<file path="config.mk">
export PLATFORM = sky130hd
export DESIGN_NAME = lc3_mem_arbiter
export DESIGN_NICKNAME = d
export VERILOG_FILES = /design/src/rtl/lc3_mem_arbiter_pkg.sv /design/src/rtl/lc3_mem_arbiter_array.sv /design/src/rtl/lc3_mem_arbiter.sv
export SDC_FILE = /design/constraint.sdc
export NUM_CORES = 2
export LEC_CHECK = 0
export ABC_AREA = 0
export CORE_MARGIN = 2
export CORE_UTILIZATION = 25
export DETAILED_ROUTE_END_ITERATION = 16
export PLACE_DENSITY_LB_ADDON = 0.05
export SYNTH_ARGS = -nofsm -noshare
export SYNTH_HDL_FRONTEND = slang
export SYNTH_SLANG_ARGS = --single-unit
</file>
<file path="constraint.sdc">
create_clock -name clk -period 8.04 [get_ports clk]
set_clock_uncertainty 0.05 [all_clocks]
set_input_delay 1.608 -clock clk [delete_from_list [all_inputs] [get_ports clk]]
set_output_delay 1.608 -clock clk [all_outputs]
set_load 0.01 [all_outputs]
</file>
<file path="src/rtl/lc3_mem_arbiter_pkg.sv">
// Shared types and defaults for the LC3 memory arbiter and its RAM.
package lc3_mem_arbiter_pkg;

  localparam int DEF_ADDR_W = 8;
  localparam int DEF_DATA_W = 16;

  typedef enum logic [1:0] {
    OWN_NONE = 2'b00,
    OWN_CORE = 2'b01,
    OWN_LDR  = 2'b10
  } owner_t;

  typedef enum logic [1:0] {
    ST_IDLE   = 2'd0,
    ST_CORE   = 2'd1,
    ST_LOADER = 2'd2,
    ST_LOCKED = 2'd3
  } arb_state_t;

  // A locked burst still belongs to the loader as far as the owner port is concerned.
  function automatic owner_t state_owner(input arb_state_t s);
    case (s)
      ST_CORE:              return OWN_CORE;
      ST_LOADER, ST_LOCKED: return OWN_LDR;
      default:              return OWN_NONE;
    endcase
  endfunction

endpackage

</file>
<file path="src/rtl/lc3_mem_arbiter_array.sv">
// Single-port RAM with synchronous read; contents are deliberately not reset.
module lc3_mem_array
  import lc3_mem_arbiter_pkg::*;
#(
  parameter int ADDR_W = DEF_ADDR_W,
  parameter int DATA_W = DEF_DATA_W
) (
  input  logic              clk,
  input  logic              we,
  input  logic              re,
  input  logic [ADDR_W-1:0] addr,
  input  logic [DATA_W-1:0] wdata,
  output logic [DATA_W-1:0] rdata
);

  localparam int DEPTH = 1 << ADDR_W;

  logic [DATA_W-1:0] mem [DEPTH];

  always_ff @(posedge clk) begin
    if (we) mem[addr] <= wdata;
    if (re) rdata <= mem[addr];
  end

endmodule

</file>
<file path="src/rtl/lc3_mem_arbiter.sv">
// Per-cycle arbiter sharing one program/data RAM between the LC3 core and the loader port.
// Grants are combinational; the core wrapper stalls on c_req && !c_gnt.
module lc3_mem_arbiter
  import lc3_mem_arbiter_pkg::*;
#(
  parameter int ADDR_W    = DEF_ADDR_W,
  parameter int DATA_W    = DEF_DATA_W,
  parameter int CORE_PRIO = 1,
  parameter int MAX_WAIT  = 4
) (
  input  logic              clk,
  input  logic              reset,
  input  logic              c_req,
  input  logic              c_we,
  input  logic [ADDR_W-1:0] c_addr,
  input  logic [DATA_W-1:0] c_wdata,
  output logic              c_gnt,
  output logic              c_rvalid,
  output logic [DATA_W-1:0] c_rdata,
  input  logic              l_req,
  input  logic              l_we,
  input  logic [ADDR_W-1:0] l_addr,
  input  logic [DATA_W-1:0] l_wdata,
  input  logic              l_lock,
  output logic              l_gnt,
  output logic              l_rvalid,
  output logic [DATA_W-1:0] l_rdata,
  output logic [1:0]        owner,
  output logic [3:0]        wait_cnt
);

  // state     | meaning
  // ST_IDLE   | no grant since reset
  // ST_CORE   | core won the last granted cycle
  // ST_LOADER | loader won the last granted cycle, no burst lock
  // ST_LOCKED | loader holds the memory for a locked burst

  localparam logic [3:0] WAIT_LIMIT = 4'(MAX_WAIT);
  localparam logic [3:0] WAIT_SAT   = 4'hF;

  arb_state_t        state, state_nxt;
  owner_t            owner_q;
  logic [3:0]        wait_q, wait_nxt;
  logic              lock_hold;
  logic              ldr_turn;
  logic              mem_we, mem_re;
  logic [ADDR_W-1:0] mem_addr;
  logic [DATA_W-1:0] mem_wdata, mem_rdata;
  logic [DATA_W-1:0] c_hold, l_hold;

  // Grants are held off while reset is low so no memory access slips through.
  always_comb begin
    c_gnt     = 1'b0;
    l_gnt     = 1'b0;
    ldr_turn  = 1'b0;
    state_nxt = state;
    lock_hold = (state == ST_LOCKED) && l_req && l_lock;
    if (reset) begin
      if (lock_hold) begin
        l_gnt = 1'b1;
      end else if (c_req && l_req) begin
        if (CORE_PRIO != 0) ldr_turn = (wait_q == WAIT_LIMIT);
        else                ldr_turn = (state == ST_CORE);
        l_gnt = ldr_turn;
        c_gnt = !ldr_turn;
      end else begin
        c_gnt = c_req;
        l_gnt = l_req;
      end

      if (l_gnt)                   state_nxt = l_lock ? ST_LOCKED : ST_LOADER;
      else if (c_gnt)              state_nxt = ST_CORE;
      else if (state == ST_LOCKED) state_nxt = ST_LOADER;
    end
  end

  // Starvation counter only matters when the core has fixed priority.
  always_comb begin
    wait_nxt = 4'd0;
    if ((CORE_PRIO != 0) && l_req && !l_gnt)
      wait_nxt = (wait_q == WAIT_SAT) ? WAIT_SAT : wait_q + 4'd1;
  end

  always_ff @(posedge clk) begin
    if (!reset) begin
      state    <= ST_IDLE;
      owner_q  <= OWN_NONE;
      wait_q   <= 4'd0;
      c_rvalid <= 1'b0;
      l_rvalid <= 1'b0;
      c_hold   <= '0;
      l_hold   <= '0;
    end else begin
      state    <= state_nxt;
      owner_q  <= state_owner(state_nxt);
      wait_q   <= wait_nxt;
      c_rvalid <= c_gnt && !c_we;
      l_rvalid <= l_gnt && !l_we;
      if (c_rvalid) c_hold <= mem_rdata;
      if (l_rvalid) l_hold <= mem_rdata;
    end
  end

  assign mem_we    = (c_gnt && c_we) || (l_gnt && l_we);
  assign mem_re    = (c_gnt && !c_we) || (l_gnt && !l_we);
  assign mem_addr  = l_gnt ? l_addr : c_addr;
  assign mem_wdata = l_gnt ? l_wdata : c_wdata;

  lc3_mem_array #(
    .ADDR_W (ADDR_W),
    .DATA_W (DATA_W)
  ) u_mem (
    .clk   (clk),
    .we    (mem_we),
    .re    (mem_re),
    .addr  (mem_addr),
    .wdata (mem_wdata),
    .rdata (mem_rdata)
  );

  // The RAM output register is shared, so each port keeps its own copy once rvalid drops.
  assign c_rdata  = c_rvalid ? mem_rdata : c_hold;
  assign l_rdata  = l_rvalid ? mem_rdata : l_hold;
  assign owner    = owner_q;
  assign wait_cnt = wait_q;

endmodule
</file>
==> summary.txt <==
Crit Path Max Fanout - 47
post-CTS setup buffer count - 0
initial antenna violation count - 65
layout cells sized above 1 - 15.4%
DP Area - 0.177 mm^2
fin cells - 19400
htree depth - 6
final period utilization - 90.5%
post-synthesis sequential area ratio - 77.2%
YS warnings - 0
CTS tree - yes
crit path DAT - 7.98 ns
first-pass GRT wire length - 823 mm
R2R depth - 12
Clk Latency, worst-skew pair - 1.08 ns
Final HPWL DP - 376 mm
Mean Syn Cell Area - 16.7 um^2
met3 usage - 2.10%
pre-CTS setup slack - -0.174 ns
minimum clock period - 7.27 ns
root buffer cell - clkbuf_16
Inserted Clock Buffers - 518
clock buffer depth - 4
Placer Congestion - 0.777
P_int - 37.8 mW
leak pwr - 65.4 nW
Iter 0 DRT Violations - 7753
Ports - 97
Gate Count Post-Synth - 9626
Setup crit start kind - input pin
outcome - completed
full die area - 0.651 mm^2
hold_ws - 0.495 ns
Yosys top cell by area - edfxtp_1
Layout Nets - 10400
Hold Path Sink - wait_cnt[0]
Initial Utilization - 25.1%
cts repair resizes - 0
HP Class - reg -> reg
Comb power frac - 7.7%
clk slew on worst S/H paths - 0.06 ns
ys flop type - edfxtp_1
clk sinks - 4153
Max IR drop VDD - 0.000211 V
met1 Use GR - 25.7%
Cell Pwr Density - 258 mW/mm^2
Yosys top cell area share - 76.7%
worst setup margin - 0.767 ns
mapped cell area - 0.161 mm^2
Synth area leaders - edfxtp_1, mux2i_1, o22ai_1, nand2_1, buf_2
sequential power share - 48.3%
reg2reg end - u_mem.rdata[8]
ys async rst share - 0%
vias per inst - 4.69
clock network fraction of design power - 44.0%
most frequent cells after synthesis - edfxtp_1, mux2i_1, nand2_1
# DRC - 0
GRT Total Usage - 18.2%
Design Area, Final - 0.193 mm^2
Worst-Margin Slew - 1.43 ns
worst r2r src - wait_cnt[0]
most frequent cell after synthesis - edfxtp_1
Switch Pwr - 12.1 mW
r2r setup slk - 1.23 ns
Netlist cell types - 63
worst hold start - wait_cnt[0]
final setup violation count - 0
Rows - 294
Post-synth EDFFs - 4112
1st-pass router iterations - 5
Routed Antenna Nets - 0
GR Util met2 - 30.1%
syn nets - 9683
core area - 0.642 mm^2
DIE HEIGHT - 807 um
max-cap violations - 0
vias in the first global route - 90900
# port buffers - 96
Routed WL - 611 mm
Vias - 90900
gr ovfl total - 0
Hold Path Depth - 1
Setup CP Type - in -> reg
Inst Count DP - 18400
Slew HR - 3.45%
FF+latch count, synth - 4153
area grow syn2layout - 20.0%
fmax - 138 MHz
Final Hold Fails - 0
die span in x - 807 um
Worst Path Required - 8.75 ns
gr busiest metal - met2
CTS Hold Bufs - 0
DR WL/cell - 31.5 um
crit end category - flip-flop
Sw Share - 24.2%
Slew Limit Fails - 0
RSZ-0062 raised after global routing - no
largest net degree at the start of global routing - 144
## worst max path at each step
stage               slack [ns]                to  depth (start not counted)   from
detailed placement       -0.17    u_mem.rdata[3]                         11  c_req
global placement         -0.13    u_mem.rdata[3]                         11  c_req
global route              0.85    u_mem.rdata[8]                         11  c_req
finish                    0.77    u_mem.rdata[8]                         11  c_req
floorplan                 0.96  u_mem.mem[0][10]                          9  reset
CTS                       0.96    u_mem.rdata[3]                         11  c_req
## stage by stage
| step | setup TNS, ns | util, % | power, mW |
|---|---|---|---|
| 5_1_grt | 0 | 30.1 | 51.5 |
| 4_1_cts | 0 | 30.1 | 50.6 |
| 6_report | 0 | 30.1 | 49.8 |
| 3_5_place_dp | -0.343 | 27.7 | 28.4 |
| 2_1_floorplan | 0 | - | 26.5 |
| 3_3_place_gp | -0.174 | 27.7 | 28.4 |
## worst max-delay path, cell delays in order
cell,delay [ns]
clkdlybuf4s50_1,0.63
inv_1,0.15
o31ai_4,0.88
buf_4,0.51
mux2i_4,0.39
nand2_4,0.23
buf_12,0.30
o22ai_1,0.33
o41ai_1,1.30
o2111ai_1,0.90
or4_1,0.64
## cell type report
class,instances,area (um^2)
inverters,8,30.0
fillers,63400,448000
well taps,8584,10700
repair buffers,844,7960
clock inverters,236,1870
clock buffers,664,13800
diodes,44,110
flip-flops and latches,4153,124000
multi-input cells,4840,34500
## registers in the layout, indices dropped and copies added (netlist names)
name	cells
c_rvalid	1
u_mem.rdata	16
owner	1
l_rvalid	1
u_mem.mem	4096
wait_cnt	4
c_hold	16
l_hold	16
state	2
## placed cells by master (no fill, tap or decap), drive strengths merged, types with 4 or more instances in the layout
cell type      netlist  final
edfxtp            4112   4112
mux2                35     35
o22a                27     27
a21oi              172    172
or3                 18     18
clkbuf             211    664
o31ai               31     31
o41ai               95     95
dfxtp               41     41
nor3                 4      4
a32oi               29     29
clkinv               0    181
diode                0     44
and3               136    136
nor2               299    299
a21o                31     31
a31oi               24     24
o21a                 4      4
or4                 29     29
buf                414    749
bufinv               0     18
inv                  8     38
o311ai              14     14
clkdlybuf4s50        0     95
and2                36     36
a311oi             130    130
mux2i             1471   1471
a211oi              78     78
a41oi               30     30
and4                14     14
nor4                49     49
clkinvlp             0      7
o2111ai             15     15
nand2b              10     10
a32o                60     60
a221oi              30     30
nand3               90     90
o22ai              711    711
o21ai               88     88
nand2             1055   1055
## routing by layer
layer,up-vias,wire [um]
met3,609,24100
met1,48300,283000
met4,2,13900
li1,39900,-
met5,-,12
met2,2088,290000
## power by group through the flow
stage | combinational (mW) | sequential [mW] | clock (mW)
floorplan | 1.89 | 24.6 | 0
global placement | 3.92 | 24.5 | 0
detailed placement | 3.93 | 24.5 | 0
CTS | 3.93 | 24.1 | 22.6
global route | 4.05 | 24.1 | 23.4
finish | 3.83 | 24.1 | 21.9
## cell families (layout without fill, tap and decap cells)
kind of cell / after synthesis / in the layout / synth area share, %
AOI/OAI and AO/OA: 1582 / 1582 / 6.80
adders and majority gates: 2 / 2 / 0.0155
buffers and inverters: 633 / 1752 / 1.90
DFF: 4153 / 4153 / 77.2
muxes: 1506 / 1506 / 9.40
other: 0 / 44 / 0
and+or+nand+nor: 1750 / 1750 / 4.70
(Power assumes the default switching activity.)
